### config.mk
export PLATFORM = sky130hd
export DESIGN_NAME = mem_arbiter
export DESIGN_NICKNAME = d
export VERILOG_FILES = /design/src/rtl/mem_arbiter_pkg.sv /design/src/rtl/mem_lat_counter.sv /design/src/rtl/mem_arbiter.sv
export SDC_FILE = /design/constraint.sdc
export NUM_CORES = 1
export LEC_CHECK = 0
export ABC_AREA = 1
export BUFFER_PORTS_ARGS = -buffer_cell sky130_fd_sc_hd__buf_2
export CAP_MARGIN = 20
export CORE_MARGIN = 2
export CORE_UTILIZATION = 47
export DETAILED_ROUTE_END_ITERATION = 8
export PLACE_DENSITY = 0.8
export SLEW_MARGIN = 20
export SYNTH_ARGS = -nofsm -noshare
export SYNTH_HDL_FRONTEND = slang
export SYNTH_SLANG_ARGS = --single-unit
### constraint.sdc
create_clock -name clk -period 2 [get_ports clk]
set_input_delay 0 -clock clk [delete_from_list [all_inputs] [get_ports clk]]
set_output_delay 0 -clock clk [all_outputs]
set_load 0.01 [all_outputs]
### src/rtl/mem_arbiter_pkg.sv
// Shared types and width defaults for the two-port (CPU/DMA) memory arbiter.
package lc3b_mem_pkg;

    localparam int ADDR_W_DEF = 16;
    localparam int DATA_W_DEF = 16;
    localparam int CNT_W      = 4;

    typedef enum logic [1:0] {
        IDLE   = 2'd0,
        ACCESS = 2'd1,
        DONE   = 2'd2
    } state_e;

    typedef enum logic {
        GNT_CPU = 1'b0,
        GNT_DMA = 1'b1
    } grant_e;

endpackage

### src/rtl/mem_lat_counter.sv
// Latency down-counter: loads a start value, decrements to zero and holds there.
module mem_lat_counter
    import lc3b_mem_pkg::*;
(
    input  logic             clk,
    input  logic             reset,
    input  logic             load_i,
    input  logic [CNT_W-1:0] load_val_i,
    input  logic             dec_i,
    output logic             zero_o
);

    logic [CNT_W-1:0] cnt_q;

    always_ff @(posedge clk or negedge reset) begin
        if (!reset) begin
            cnt_q <= '0;
        end else if (load_i) begin
            cnt_q <= load_val_i;
        end else if (dec_i && (cnt_q != '0)) begin
            cnt_q <= cnt_q - 1'b1;
        end
    end

    assign zero_o = (cnt_q == '0);

endmodule

### src/rtl/mem_arbiter.sv
// CPU/DMA shared-memory arbiter: IDLE -> ACCESS (LATENCY cycles) -> DONE (ready pulse).
// Define MEM_ARB_ROUND_ROBIN_EN for round-robin arbitration; default is fixed CPU priority.
//   state  | meaning
//   IDLE   | bus idle, arbitrate among pending requests
//   ACCESS | memory enabled with latched request, counting LATENCY cycles
//   DONE   | one-cycle ready pulse to the granted port
module mem_arbiter
    import lc3b_mem_pkg::*;
#(
    parameter int LATENCY = 4,
    parameter int ADDR_W  = ADDR_W_DEF,
    parameter int DATA_W  = DATA_W_DEF
) (
    input  logic              clk,
    input  logic              reset,
    input  logic              cpu_req,
    input  logic              cpu_we,
    input  logic [ADDR_W-1:0] cpu_addr,
    input  logic [DATA_W-1:0] cpu_wdata,
    output logic [DATA_W-1:0] cpu_rdata,
    output logic              cpu_r,
    input  logic              dma_req,
    input  logic              dma_we,
    input  logic [ADDR_W-1:0] dma_addr,
    input  logic [DATA_W-1:0] dma_wdata,
    output logic [DATA_W-1:0] dma_rdata,
    output logic              dma_r,
    output logic              mem_en,
    output logic              mem_we,
    output logic [ADDR_W-1:0] mem_addr,
    output logic [DATA_W-1:0] mem_wdata,
    input  logic [DATA_W-1:0] mem_rdata
);

    localparam logic [CNT_W-1:0] LAT_LOAD = CNT_W'(LATENCY - 1);

    state_e            state_q, state_d;
    grant_e            grant_q, grant_d;
    grant_e            win;
    logic              we_q, we_d;
    logic [ADDR_W-1:0] addr_q, addr_d;
    logic [DATA_W-1:0] wdata_q, wdata_d;
    logic [DATA_W-1:0] cpu_rdata_q, cpu_rdata_d;
    logic [DATA_W-1:0] dma_rdata_q, dma_rdata_d;
    logic              cnt_load, cnt_dec, cnt_zero;

`ifdef MEM_ARB_ROUND_ROBIN_EN
    grant_e last_grant_q, last_grant_d;

    always_comb begin
        if (cpu_req && dma_req) begin
            win = (last_grant_q == GNT_CPU) ? GNT_DMA : GNT_CPU;
        end else begin
            win = cpu_req ? GNT_CPU : GNT_DMA;
        end
    end
`else
    assign win = cpu_req ? GNT_CPU : GNT_DMA;
`endif

    always_comb begin
        state_d     = state_q;
        grant_d     = grant_q;
        we_d        = we_q;
        addr_d      = addr_q;
        wdata_d     = wdata_q;
        cpu_rdata_d = cpu_rdata_q;
        dma_rdata_d = dma_rdata_q;
        cnt_load    = 1'b0;
        cnt_dec     = 1'b0;
`ifdef MEM_ARB_ROUND_ROBIN_EN
        last_grant_d = last_grant_q;
`endif
        case (state_q)
            IDLE: begin
                if (cpu_req || dma_req) begin
                    grant_d  = win;
                    we_d     = (win == GNT_CPU) ? cpu_we    : dma_we;
                    addr_d   = (win == GNT_CPU) ? cpu_addr  : dma_addr;
                    wdata_d  = (win == GNT_CPU) ? cpu_wdata : dma_wdata;
                    cnt_load = 1'b1;
                    state_d  = ACCESS;
`ifdef MEM_ARB_ROUND_ROBIN_EN
                    last_grant_d = win;
`endif
                end
            end
            ACCESS: begin
                cnt_dec = 1'b1;
                if (cnt_zero) begin
                    // Memory data is only guaranteed valid in the final access cycle.
                    if (!we_q) begin
                        if (grant_q == GNT_CPU) cpu_rdata_d = mem_rdata;
                        else                    dma_rdata_d = mem_rdata;
                    end
                    state_d = DONE;
                end
            end
            DONE:    state_d = IDLE;
            default: state_d = IDLE;
        endcase
    end

    always_ff @(posedge clk or negedge reset) begin
        if (!reset) begin
            state_q     <= IDLE;
            grant_q     <= GNT_CPU;
            we_q        <= 1'b0;
            addr_q      <= '0;
            wdata_q     <= '0;
            cpu_rdata_q <= '0;
            dma_rdata_q <= '0;
        end else begin
            state_q     <= state_d;
            grant_q     <= grant_d;
            we_q        <= we_d;
            addr_q      <= addr_d;
            wdata_q     <= wdata_d;
            cpu_rdata_q <= cpu_rdata_d;
            dma_rdata_q <= dma_rdata_d;
        end
    end

`ifdef MEM_ARB_ROUND_ROBIN_EN
    always_ff @(posedge clk or negedge reset) begin
        if (!reset) last_grant_q <= GNT_DMA;
        else        last_grant_q <= last_grant_d;
    end
`endif

    mem_lat_counter u_cnt (
        .clk        (clk),
        .reset      (reset),
        .load_i     (cnt_load),
        .load_val_i (LAT_LOAD),
        .dec_i      (cnt_dec),
        .zero_o     (cnt_zero)
    );

    assign mem_en    = (state_q == ACCESS);
    assign mem_we    = mem_en & we_q;
    assign mem_addr  = mem_en ? addr_q  : '0;
    assign mem_wdata = mem_en ? wdata_q : '0;
    assign cpu_r     = (state_q == DONE) && (grant_q == GNT_CPU);
    assign dma_r     = (state_q == DONE) && (grant_q == GNT_DMA);
    assign cpu_rdata = cpu_rdata_q;
    assign dma_rdata = dma_rdata_q;

endmodule

==> Word level (Yosys, flattened, before mapping) <==
Index checks and enable logic that the tools add are counted.
{ "word_totals": {"reg_bits": 72, "inputBits": 86, "output_inout_bits": 68, "elab_cells": 42} }
{ "classes": {"n_addsub": 1, "eq_ne": 4, "muxes": 14, "bitwise": 3, "reduce_logical": 12} }
{ "ops": {"columns": ["operator", "n"], "rows": [
  ["2-to-1 mux 16 bit", 4],
  ["2-to-1 mux 4 bit", 2],
  ["AND reduction 4 bit", 2],
  ["2-to-1 mux 1 bit", 5],
  ["logical NOT 4 bit", 1],
  ["2-to-1 mux 2 bit", 2],
  ["case mux 2 bit (2 select lines)", 1],
  ["AND reduction 2 bit", 2],
  ["nonzero test 4 bit", 1],
  ["subtractor 4 x 1 -> 4 bit (second input constant)", 1],
  ["logical AND 1 bit", 3],
  ["equality test 2 x 1 -> 1 bit (second input constant)", 1],
  ["equality test 2 bit (second input constant)", 1],
  ["logical NOT 2 bit", 1],
  ["inequality test 2 x 1 -> 1 bit (second input constant)", 1],
  ["inequality test 2 bit (second input constant)", 1],
  ["NOT 1 bit", 2],
  ["nonzero test 2 bit", 1],
  ["bitwise AND 1 bit", 1],
  ["logical OR 1 bit", 1]
]} }

==> Depth between registers and ports, before layout <==
Gate-level depths: netlist (run 1).
{ "logic_depth": {"depth_word": 5, "mapped_depth": 8, "mapped_depth_nobuf": 8} }

==> By module <==
From an unflattened synthesis (run 1), not the netlist that was laid out.
{ "hier_totals": {"hier_cells": 523, "area_unflattened_um2": 3717.3} }
{ "by_module_without_submodules": {"columns": ["module", "instances", "cells_each", "area_each_um2", "seq_area_each_um2"], "rows": [
  ["mem_arbiter", 1, 477, 3422.0, 1701.6],
  ["mem_lat_counter", 1, 46, 295.3, 100.1]
]} }

==> Worst setup path before layout (run 1) <==
No wires, ideal clock.
{ "synth_path": {"kind": "register -> register", "startpoint": "register u_cnt.cnt_q[0]", "endpoint": "register cpu_rdata_q[0], in the netlist cpu_rdata[0]", "setup_ns": 0.117, "arrival_time_ns": 1.270, "required_ns": 1.883, "setup_slack_ns": 0.614, "stages_incl_launch_ff": 9, "n_path_buf": 1, "synth_period_minus_slack_ns": 1.386, "cell_sequence": "dfrtp_1 inv_1 ha_1 nand3_1 nor2_4 inv_2 buf_6 nand2_1 nand2_1"} }
{ "synth_via": {"elab_chain_len": 2} }
{ "synth_lines": {"columns": ["item", "line", "text"], "rows": [
  ["start: declaration", "mem_lat_counter.sv:13", "logic [CNT_W-1:0] cnt_q;"],
  ["start signal: assignment", "mem_lat_counter.sv:19", "cnt_q <= load_val_i;"],
  ["start signal: assignment", "mem_lat_counter.sv:21", "cnt_q <= cnt_q - 1'b1;"],
  ["logical NOT 4 bit", "mem_lat_counter.sv:25", "assign zero_o = (cnt_q == '0);"],
  ["AND reduction 4 bit (no line)", null, null],
  ["end signal: assignment", "mem_arbiter.sv:119", "cpu_rdata_q <= cpu_rdata_d;"],
  ["end: declaration", "mem_arbiter.sv:43", "logic [DATA_W-1:0] cpu_rdata_q, cpu_rdata_d;"]
]} }
No other way between the ends.
A chain may end at the register's enable or synchronous reset.

==> Final worst setup path (run 1) <==
{ "layout_path": {"startpoint": "register state_q[0]", "endpoint": "register addr_q[14]"} }
{ "layout_via": {"elab_chain_len": 2} }
{ "layout_lines": {"columns": ["item", "line", "text"], "rows": [
  ["start: declaration", "mem_arbiter.sv:37", "state_e state_q, state_d;"],
  ["start signal: assignment", "mem_arbiter.sv:114", "state_q <= state_d;"],
  ["logical NOT 2 bit", "mem_arbiter.sv:74", "case (state_q)"],
  ["AND reduction 2 bit (no line)", null, null],
  ["end signal: assignment", "mem_arbiter.sv:117", "addr_q <= addr_d;"],
  ["end: declaration", "mem_arbiter.sv:41", "logic [ADDR_W-1:0] addr_q, addr_d;"]
]} }
No other way between the ends.

==> results of run 1 <==
==> registers in the layout, indices dropped and copies added, names as in the netlist <==
register     cells
addr_q          16
cpu_rdata       16
dma_rdata       16
grant_q          1
state_q          2
u_cnt.cnt_q      4
wdata_q         16
we_q             1
==> logic make-up after synthesis <==
group | count (synthesis) | synth area share
AND/OR/NAND/NOR | 196 | 0.224
buffers and inverters | 97 | 0.117
flip-flops | 72 | 0.523
AO/OA/AOI/OAI | 70 | 0.126
adder cells (fa/ha/maj) | 2 | 0.00726
XOR/XNOR | 1 | 0.00254
==> worst paths after layout <==
check / start / to / slack (ps) / cells past startpoint
worst max-delay path: state_q[0] / addr_q[14] / 90 / 7
worst min-delay path: cpu_wdata[15] / wdata_q[15] / 5 / 5
worst max register to register: state_q[0] / addr_q[14] / 90 / 7
worst min register to register: dma_rdata[11] / dma_rdata[11] / 480 / 2
max in group asynchronous: reset / addr_q[4] / 1090 / 3
min in group asynchronous: reset / cpu_rdata[3] / 230 / 2
==> what timing repair did <==
action | 4_1_cts | 5_1_grt
hold endpoints to repair | 93 | 0
hold buffers | 75 | 0
setup endpoints to repair | 0 | 13
setup buffers | 0 | 1
==> Yosys cell counts <==
master and instances:
clkbuf_1 8, o21ai_1 36, nand2_2 1, xor2_1 1, a21oi_1 1, nor2_1 39
o211ai_1 33, nor3_1 2, dfrtp_1 72, buf_1 2, buf_4 5, nand4_1 1
nand3_1 5, ha_1 2, inv_1 69, buf_2 5, nor2_4 3, buf_6 2
inv_2 6, nand2_1 145
==> through the flow <==
stage	utilization	total power [W]	setup WS, ps
global route	0.745	0.00818	0.529
floorplan	-	0.00450	614
finish	0.745	0.00758	89.2
CTS	0.735	0.00734	111
detailed placement	0.599	0.00576	581
global placement	0.599	0.00565	648
==> critical path: stages (launching register included) <==
cell and delay (ps):
dfrtp_1 440, inv_2 100, nand2_1 100, nor2_4 230, clkbuf_16 230, o211ai_1 80, dlygate4sd3_1 570, o21ai_1 80
==> per-layer routing <==
layer | GRT usage | wire length [um]
met1 | 0.314 | 4590
met5 | 0 | 0
met3 | 0.0695 | 854
met4 | 0.110 | 199
met2 | 0.448 | 5340
==> area by class of cell <==
cell class / instances / area [um2]
multi-input cells: 269 / 1250
clock inverters: 7 / 101
inverters: 75 / 282
fillers: 480 / 1830
flip-flops and latches: 72 / 1800
repair buffers: 238 / 1670
well taps: 99 / 124
clock buffers: 9 / 124
==> power by group <==
group          switching (W)  internal (W)  leakage [nW]
registers           0.000340       0.00219         0.859
clock network       0.000587      0.000715         0.107
logic                0.00217       0.00158          1.91
total                0.00309       0.00449          2.88
==> flow_metrics.env, run 1 <==
export IMPL_synth_top_cell_area_share=0.523
export IMPL_synth_nets=526
export IMPL_track_usage=0.263
export IMPL_io_pins=154
export IMPL_yosysUniqueCellTypes=20
export IMPL_fin_crit_ps=1910
export IMPL_place_area_um2=4300
export IMPL_drtAntennaViolNets=0
export IMPL_final_cell_mix="buf_2 (153), nand2_1 (145), dlygate4sd3_1 (74), dfrtp_1 (72), inv_1 (69)"
export IMPL_maxSlewViolCount=0
export IMPL_antenna_diode_count=0
export IMPL_synthCells=438
export IMPL_cts_tree="done"
export IMPL_grt_max_degree=67
export IMPL_drtIter0Drc=161
export IMPL_p_leak_nw=2.88
export IMPL_worstPathArrival_ps=2180
export IMPL_clk_pin_slew_ps=90
export IMPL_tightest_slew_ps=702
export IMPL_dpl_hpwl_um=6250
export IMPL_required_ps=2270
export IMPL_yosysTopAreaCell="dfrtp_1"
export IMPL_cp_start_kind="register"
export IMPL_htreeDepth=3
export IMPL_clock_latency_ps=350
export IMPL_fin_area_um2=5350
export IMPL_rows=31
export IMPL_cap_violations=0
export IMPL_place_congestion=0.837
export IMPL_root_buffer="clkbuf_8"
export IMPL_timing_hold_violations_final=0
export IMPL_area_growth_syn_to_layout_pct=55.2
export IMPL_seq_area_frac_synth=0.523
export IMPL_tns_ps=0
export IMPL_synth_seq_cells=72
export IMPL_fmaxAchievable_mhz=523
export IMPL_postSynthAreaPerCell_um2=7.86
export IMPL_grt_pass1_vias=3654
export IMPL_viasPerCell=4.87
export IMPL_clk_path_buf_depth=2
export IMPL_portBuffers=153
export IMPL_drive_gt1_frac=0.285
export IMPL_drt_pre_antenna_iters=5
export IMPL_die_height_um=89.6
export IMPL_clock_skew_ps=13.9
export IMPL_cp_max_fo=16
export IMPL_finalSetupViolations=0
export IMPL_core_um2=7180
export IMPL_synth_area_leaders="dfrtp_1 (52%), nand2_1 (16%), inv_1 (7.5%)"
export IMPL_drt_wirelength_per_cell_um=14.3
export IMPL_nets=753
export IMPL_routed_wl_um=11000
export IMPL_maxSlewHeadroom=0.532
export IMPL_drc=0
export IMPL_syn_area_um2=3440
export IMPL_fp_dieW_um=89.6
export IMPL_num_vias=3742
export IMPL_grt_overflow=0
export IMPL_hold_slack_ps=4.57
export IMPL_critPathKind="reg2reg"
export IMPL_p_per_area_nw_per_um2=1420
export IMPL_grt_setup_unrepaired="no"
export IMPL_die_area_um2=8030
export IMPL_post_cts_resized=0
export IMPL_final_cells=769
export IMPL_placed_cells=675
export IMPL_layout_commonest_cell="buf_2"
export IMPL_cts_sinks=72
export IMPL_crit_path_end_kind="register"
export IMPL_initial_core_util=0.480
export IMPL_period_share=0.955
export IMPL_status="finished clean"
export IMPL_irDropWorstVdd_mv=0.592
export IMPL_grt_pass1_wl_um=16200
export IMPL_cts_buffers=9
export IMPL_hp_class="in2reg"
export IMPL_yosys_warnings=0
export IMPL_antenna_found_initial=0
Power figures use the tool's default switching activity.
==> run 2, diff against run 1 <==
--- a/config.mk
+++ b/config.mk
@@ -5,7 +5,6 @@
 export SDC_FILE = /design/constraint.sdc
 export NUM_CORES = 1
 export LEC_CHECK = 0
-export ABC_AREA = 1
 export BUFFER_PORTS_ARGS = -buffer_cell sky130_fd_sc_hd__buf_2
 export CAP_MARGIN = 20
 export CORE_MARGIN = 2
==> flow_metrics.env, run 2 <==
export IMPL_status="complete, but fails checks"
export IMPL_failed_checks="negative setup slack"
export IMPL_cts_buffers=9
export IMPL_slowest_stage="or4_4"
export IMPL_p_leak_nw=2.35
export IMPL_tightest_slew_ps=406
export IMPL_cpPeakStageDelay_ps=540
export IMPL_postSynthAreaPerCell_um2=13.6
export IMPL_grt_setup_unrepaired="yes"
export IMPL_r2r_end="cpu_rdata[5]"
export IMPL_r2r_start="u_cnt.cnt_q[0]"
export IMPL_antenna_found_initial=0
export IMPL_p_per_area_nw_per_um2=1470
export IMPL_grt_pass1_wl_um=13900
export IMPL_antenna_diode_count=0
export IMPL_yosysTopAreaCell="dfrtp_1"
export IMPL_hold_depth=3
export IMPL_synth_nets=342
export IMPL_drt_pre_antenna_iters=4
export IMPL_synthCells=254
export IMPL_grt_pass1_vias=2961
export IMPL_portBuffers=153
export IMPL_nets=522
export IMPL_place_congestion=0.893
export IMPL_hold_slack_ps=17.8
export IMPL_grt_max_degree=73
export IMPL_fp_dieW_um=89.8
export IMPL_cp_max_fo=8
export IMPL_io_pins=154
export IMPL_critPathKind="reg2reg"
export IMPL_die_area_um2=8070
export IMPL_pre_cts_ws_ps=-31.7
export IMPL_die_height_um=89.8
export IMPL_synthFlopType="dfrtp_1"
export IMPL_yosys_warnings=0
export IMPL_drtAntennaViolNets=0
export IMPL_finalSetupViolations=2
export IMPL_crit_path_end_kind="register"
export IMPL_hp_class="in2reg"
export IMPL_core_um2=7180
export IMPL_layout_commonest_cell="buf_2"
export IMPL_viasPerCell=4.97
export IMPL_n_fill_cell=541
export IMPL_drc=0
export IMPL_clk_path_buf_depth=2
export IMPL_worstHoldEndpoint="wdata_q[3]"
export IMPL_required_ps=2220
export IMPL_postCtsSetupRepairBufs=0
export IMPL_root_buffer="clkbuf_8"
export IMPL_rows=31
export IMPL_drtIter0Drc=104
export IMPL_clock_latency_ps=330
export IMPL_crit_chain="inv_2, ha_4, or3b_4, or4_4, mux2_4"
export IMPL_rrSetupSlack_ps=-3
export IMPL_synth_seq_cells=72
export IMPL_clock_skew_ps=11.3
export IMPL_setup_ws_ps=-2.97
export IMPL_synth_edf_count=0
export IMPL_synth_commonest_cells="mux2_2 (88), dfrtp_1 (72), and2_1 (33)"
export IMPL_area_growth_syn_to_layout_pct=38.3
export IMPL_cts_tree="done"
export IMPL_worstPathArrival_ps=2220
export IMPL_irDropWorstVdd_mv=0.763
export IMPL_period_share=1.00
export IMPL_num_vias=2670
export IMPL_track_usage=0.215
export IMPL_cts_sinks=72
export IMPL_place_area_um2=4410
export IMPL_grt_overflow=0
export IMPL_path_delay_family="simple AND/OR/NAND/NOR gates"
export IMPL_htreeDepth=3
export IMPL_maxSlewHeadroom=0.730
export IMPL_fin_area_um2=4790
export IMPL_yosysUniqueCellTypes=28
export IMPL_dpl_hpwl_um=5620
export IMPL_synth_area_leaders="dfrtp_1 (52%), mux2_2 (29%), and2_1 (6.0%)"
export IMPL_drive_gt1_frac=0.658
export IMPL_r2r_cells=5
export IMPL_cp_start_kind="register"
export IMPL_clk_pin_slew_ps=80
export IMPL_seq_area_frac_synth=0.520
export IMPL_maxSlewViolCount=0
export IMPL_drt_wirelength_per_cell_um=15.4
export IMPL_routed_wl_um=8270
export IMPL_initial_core_util=0.482
export IMPL_synth_top_cell_area_share=0.520
export IMPL_synth_most_common_cell="mux2_2"
export IMPL_fin_crit_ps=2000
export IMPL_path_buf_inv=1
export IMPL_hold_start="dma_wdata[3]"
export IMPL_synthArstFlopShare=1.00
export IMPL_cap_violations=0
export IMPL_final_cell_mix="buf_2 (153), mux2_2 (88), dfrtp_1 (72), and2_1 (33), dlygate4sd3_1 (19)"
export IMPL_fmaxAchievable_mhz=499
export IMPL_syn_area_um2=3460
export IMPL_timing_hold_violations_final=0
run 2: cell count changes in the layout (fill, tap and decap cells not counted), moves of 10 or more:
cell	before	now
o21ai_1	36	0
nand2_1	145	0
o211ai_1	33	0
inv_1	69	3
mux2_4	0	10
nor2_1	38	2
dlygate4sd3_1	74	19
and2_1	0	33
mux2_2	0	88
run 2: routing by layer:
layer / global-route usage / vias to the layer above / part of all wire
met5: 0 / - / 0
met4: 0.104 / 0 / 0.031
met3: 0.0285 / 25 / 0.036
met2: 0.406 / 80 / 0.55
met1: 0.237 / 1316 / 0.38
li1: - / 1249 / -
run 2: worst max-delay path by stage:
stage / slack (ps) / endpoint / depth (start not counted) / startpoint
6_report: -3 / cpu_rdata[5] / 5 / u_cnt.cnt_q[0]
5_1_grt: -30 / cpu_rdata[6] / 5 / u_cnt.cnt_q[1]
4_1_cts: 6 / cpu_rdata[6] / 5 / u_cnt.cnt_q[1]
3_5_place_dp: -30 / cpu_rdata[13] / 5 / u_cnt.cnt_q[1]
3_3_place_gp: 20 / cpu_rdata[6] / 5 / u_cnt.cnt_q[1]
2_1_floorplan: -160 / cpu_rdata[0] / 8 / u_cnt.cnt_q[1]
run 2: per-stage QoR:
stage / utilization / std cells / power [W] / TNS [ps]
global placement: 0.614 / 502 / 0.00580 / 0
finish: 0.667 / 537 / 0.00703 / -5.57
detailed placement: 0.614 / 502 / 0.00592 / -249
global route: 0.667 / 537 / 0.00750 / -187
floorplan: - / 254 / 0.00456 / -1610
CTS: 0.667 / 537 / 0.00708 / 0
run 2: timing repair:
action	CTS	global route
endpoints found under the setup margin	16	8
hold endpoints to repair	105	0
hold buffers	19	0
gates resized for setup	2	0
gates cloned	1	0
pin swaps	0	0
run 2: kinds of logic after synthesis:
kind of cell / after synthesis / synth area share
flip-flops: 72 / 0.520
buffers and inverters: 21 / 0.0304
AND/OR/NAND/NOR: 49 / 0.0900
multiplexers: 99 / 0.332
adder cells (fa/ha/maj): 2 / 0.00723
AO/OA/AOI/OAI: 11 / 0.0195
run 2: worst register-to-register path, delay by kind of cell, from the launching register on:
kind | cells | cell delay (ps)
adder cells (fa/ha/maj) | 1 | 130
buffers and inverters | 1 | 80
flip-flops | 1 | 400
multiplexers | 1 | 340
AND/OR/NAND/NOR | 2 | 940
run 2: final cells by class:
class / instances / area (um2) / area share
Inverter: 5 / 18.8 / 0.00392
Sequential cell: 72 / 1800 / 0.376
Multi-Input combinational cell: 162 / 1580 / 0.330
Timing Repair Buffer: 184 / 1080 / 0.226
Clock inverter: 4 / 27.5 / 0.00575
Tap cell: 99 / 124 / 0.0259
Clock buffer: 11 / 151 / 0.0316
run 2: power by group:
part	internal [W]	total, W	switching [W]
Sequential	0.00220	0.00261	0.000412
Clock	0.000516	0.00106	0.000541
Combinational	0.00185	0.00336	0.00151
Total	0.00456	0.00703	0.00247
==> run 3, diff against run 2 <==
--- a/config.mk
+++ b/config.mk
@@ -9,8 +9,10 @@
 export CAP_MARGIN = 20
 export CORE_MARGIN = 2
 export CORE_UTILIZATION = 47
+export CTS_CLUSTER_DIAMETER = 30
 export DETAILED_ROUTE_END_ITERATION = 8
 export PLACE_DENSITY = 0.8
+export RECOVER_POWER = 25
 export SLEW_MARGIN = 20
 export SYNTH_ARGS = -nofsm -noshare
 export SYNTH_HDL_FRONTEND = slang
==> flow_metrics.env, run 3 (same netlist as run 2, synthesis figures left out) <==
export IMPL_drt_pre_antenna_iters=4
export IMPL_fp_dieW_um=89.8
export IMPL_nets=522
export IMPL_num_vias=2670
export IMPL_grt_max_degree=73
export IMPL_crit_cells=5
export IMPL_portBuffers=153
export IMPL_setup_ws_ps=-2.97
export IMPL_fin_crit_ps=2000
export IMPL_multi_input_area_um2=1580
export IMPL_crit_end="cpu_rdata[5]"
export IMPL_area_growth_syn_to_layout_pct=38.0
export IMPL_antenna_diode_count=0
export IMPL_grt_setup_unrepaired="yes"
export IMPL_antenna_found_initial=0
export IMPL_crit_path_end_kind="register"
export IMPL_finalSetupViolations=2
export IMPL_cts_sinks=72
export IMPL_clk_path_buf_depth=2
export IMPL_dpl_hpwl_um=5620
export IMPL_cap_violations=0
export IMPL_core_um2=7180
export IMPL_path_delay_family="simple AND/OR/NAND/NOR gates"
export IMPL_period_share=1.00
export IMPL_timing_hold_violations_final=0
export IMPL_fin_area_um2=4780
export IMPL_rrSetupSlack_ps=-3
export IMPL_htreeDepth=3
export IMPL_rows=31
export IMPL_drtIter0Drc=104
export IMPL_critPathKind="reg2reg"
export IMPL_io_pins=154
export IMPL_hold_slack_ps=17.8
export IMPL_die_height_um=89.8
export IMPL_status="complete, but fails checks"
export IMPL_irDropWorstVdd_mv=0.763
export IMPL_r2r_cells=5
export IMPL_postCtsSetupRepairBufs=0
export IMPL_p_per_area_nw_per_um2=1470
export IMPL_n_fill_cell=543
export IMPL_layout_commonest_cell="buf_2"
export IMPL_grt_overflow=0
export IMPL_worstPathArrival_ps=2220
export IMPL_tightest_slew_ps=975
export IMPL_cpPeakStageDelay_ps=540
export IMPL_track_usage=0.215
export IMPL_drive_gt1_frac=0.658
export IMPL_regArea_um2=1800
export IMPL_required_ps=2220
export IMPL_clock_skew_ps=11.3
export IMPL_die_area_um2=8070
export IMPL_grt_pass1_vias=2961
export IMPL_initial_core_util=0.482
export IMPL_clk_pin_slew_ps=80
export IMPL_r2r_start="u_cnt.cnt_q[0]"
export IMPL_maxSlewHeadroom=0.350
export IMPL_cp_max_fo=8
export IMPL_crit_chain="inv_2, ha_4, or3b_4, or4_4, mux2_4"
export IMPL_drt_wirelength_per_cell_um=15.4
export IMPL_cp_start_kind="register"
export IMPL_r2r_end="cpu_rdata[5]"
export IMPL_maxSlewViolCount=0
export IMPL_cts_tree="done"
export IMPL_slowest_stage="or4_4"
export IMPL_failed_checks="negative setup slack"
export IMPL_pre_cts_ws_ps=-31.7
export IMPL_hp_class="in2reg"
export IMPL_path_buf_inv=1
export IMPL_critPathLaunch="u_cnt.cnt_q[0]"
export IMPL_root_buffer="clkbuf_8"
export IMPL_final_cell_mix="buf_2 (153), mux2_2 (88), dfrtp_1 (72), and2_1 (33), dlygate4sd3_1 (19)"
export IMPL_final_core_util=0.666
export IMPL_routed_wl_um=8270
export IMPL_grt_pass1_wl_um=13900
export IMPL_place_congestion=0.893
export IMPL_clock_latency_ps=330
export IMPL_fmaxAchievable_mhz=499
export IMPL_cts_buffers=9
export IMPL_drtAntennaViolNets=0
export IMPL_drc=0
export IMPL_power_total_w=0.00702
export IMPL_place_area_um2=4410
export IMPL_viasPerCell=4.97
export IMPL_p_leak_nw=2.35
-- run 3: changes by cell type in the layout (fill, tap and decap cells not counted), sizes merged --
cell and change:
clkbuf +1, buf -1
-- run 3: layout make-up --
type	instances	share of cell area
clock buffer	11	0.0317
clock inverter	4	0.00576
inverter	5	0.00393
multi-input combinational	162	0.331
sequential	72	0.377
tap	99	0.0259
timing repair buffer	184	0.224
-- run 3: how the worst min path moves through the flow --
| stage | from | to | slack, ps | cells past startpoint |
|---|---|---|---|---|
| final | dma_wdata[3] | wdata_q[3] | 20 | 3 |
| after global routing | dma_addr[8] | addr_q[8] | 10 | 3 |
| after CTS | cpu_addr[13] | addr_q[13] | 3 | 3 |
| after detailed placement | reset | addr_q[10] | 60 | 2 |
| after global placement | reset | addr_q[10] | 60 | 2 |
| after floorplan | reset | addr_q[0] | -300 | 0 |
-- run 3: what timing repair did --
action / 4_1_cts / 5_1_grt
gates cloned: 1 / 0
endpoints found under the setup margin: 16 / 8
endpoints found under the hold margin: 105 / 0
hold buffers: 19 / 0
gates resized for setup: 2 / 0
-- run 3: worst min-delay path, delay by kind of cell --
family   cells  cell delay, ps
mux          2             250
buf+inv      1              70
-- run 3: report_power, final --
part	switching, W	internal [W]	total [W]
clock	0.000541	0.000516	0.00106
sequential	0.000412	0.00220	0.00261
combinational	0.00151	0.00184	0.00336
total	0.00247	0.00456	0.00702
-- run 3: through the flow --
stage / setup TNS (ps) / instances
finish: -5.57 / 537
global route: -187 / 537
CTS: 0 / 537
detailed placement: -249 / 502
global placement: 0 / 502
floorplan: -1610 / 254
-- run 3: per-layer routing --
| layer | part of all wire | track usage | vias to the layer above |
|---|---|---|---|
| met2 | 0.55 | 0.406 | 80 |
| met1 | 0.38 | 0.237 | 1316 |
| met3 | 0.036 | 0.0285 | 25 |
| met4 | 0.031 | 0.104 | 0 |
| met5 | 0 | 0 | - |
| li1 | - | - | 1249 |
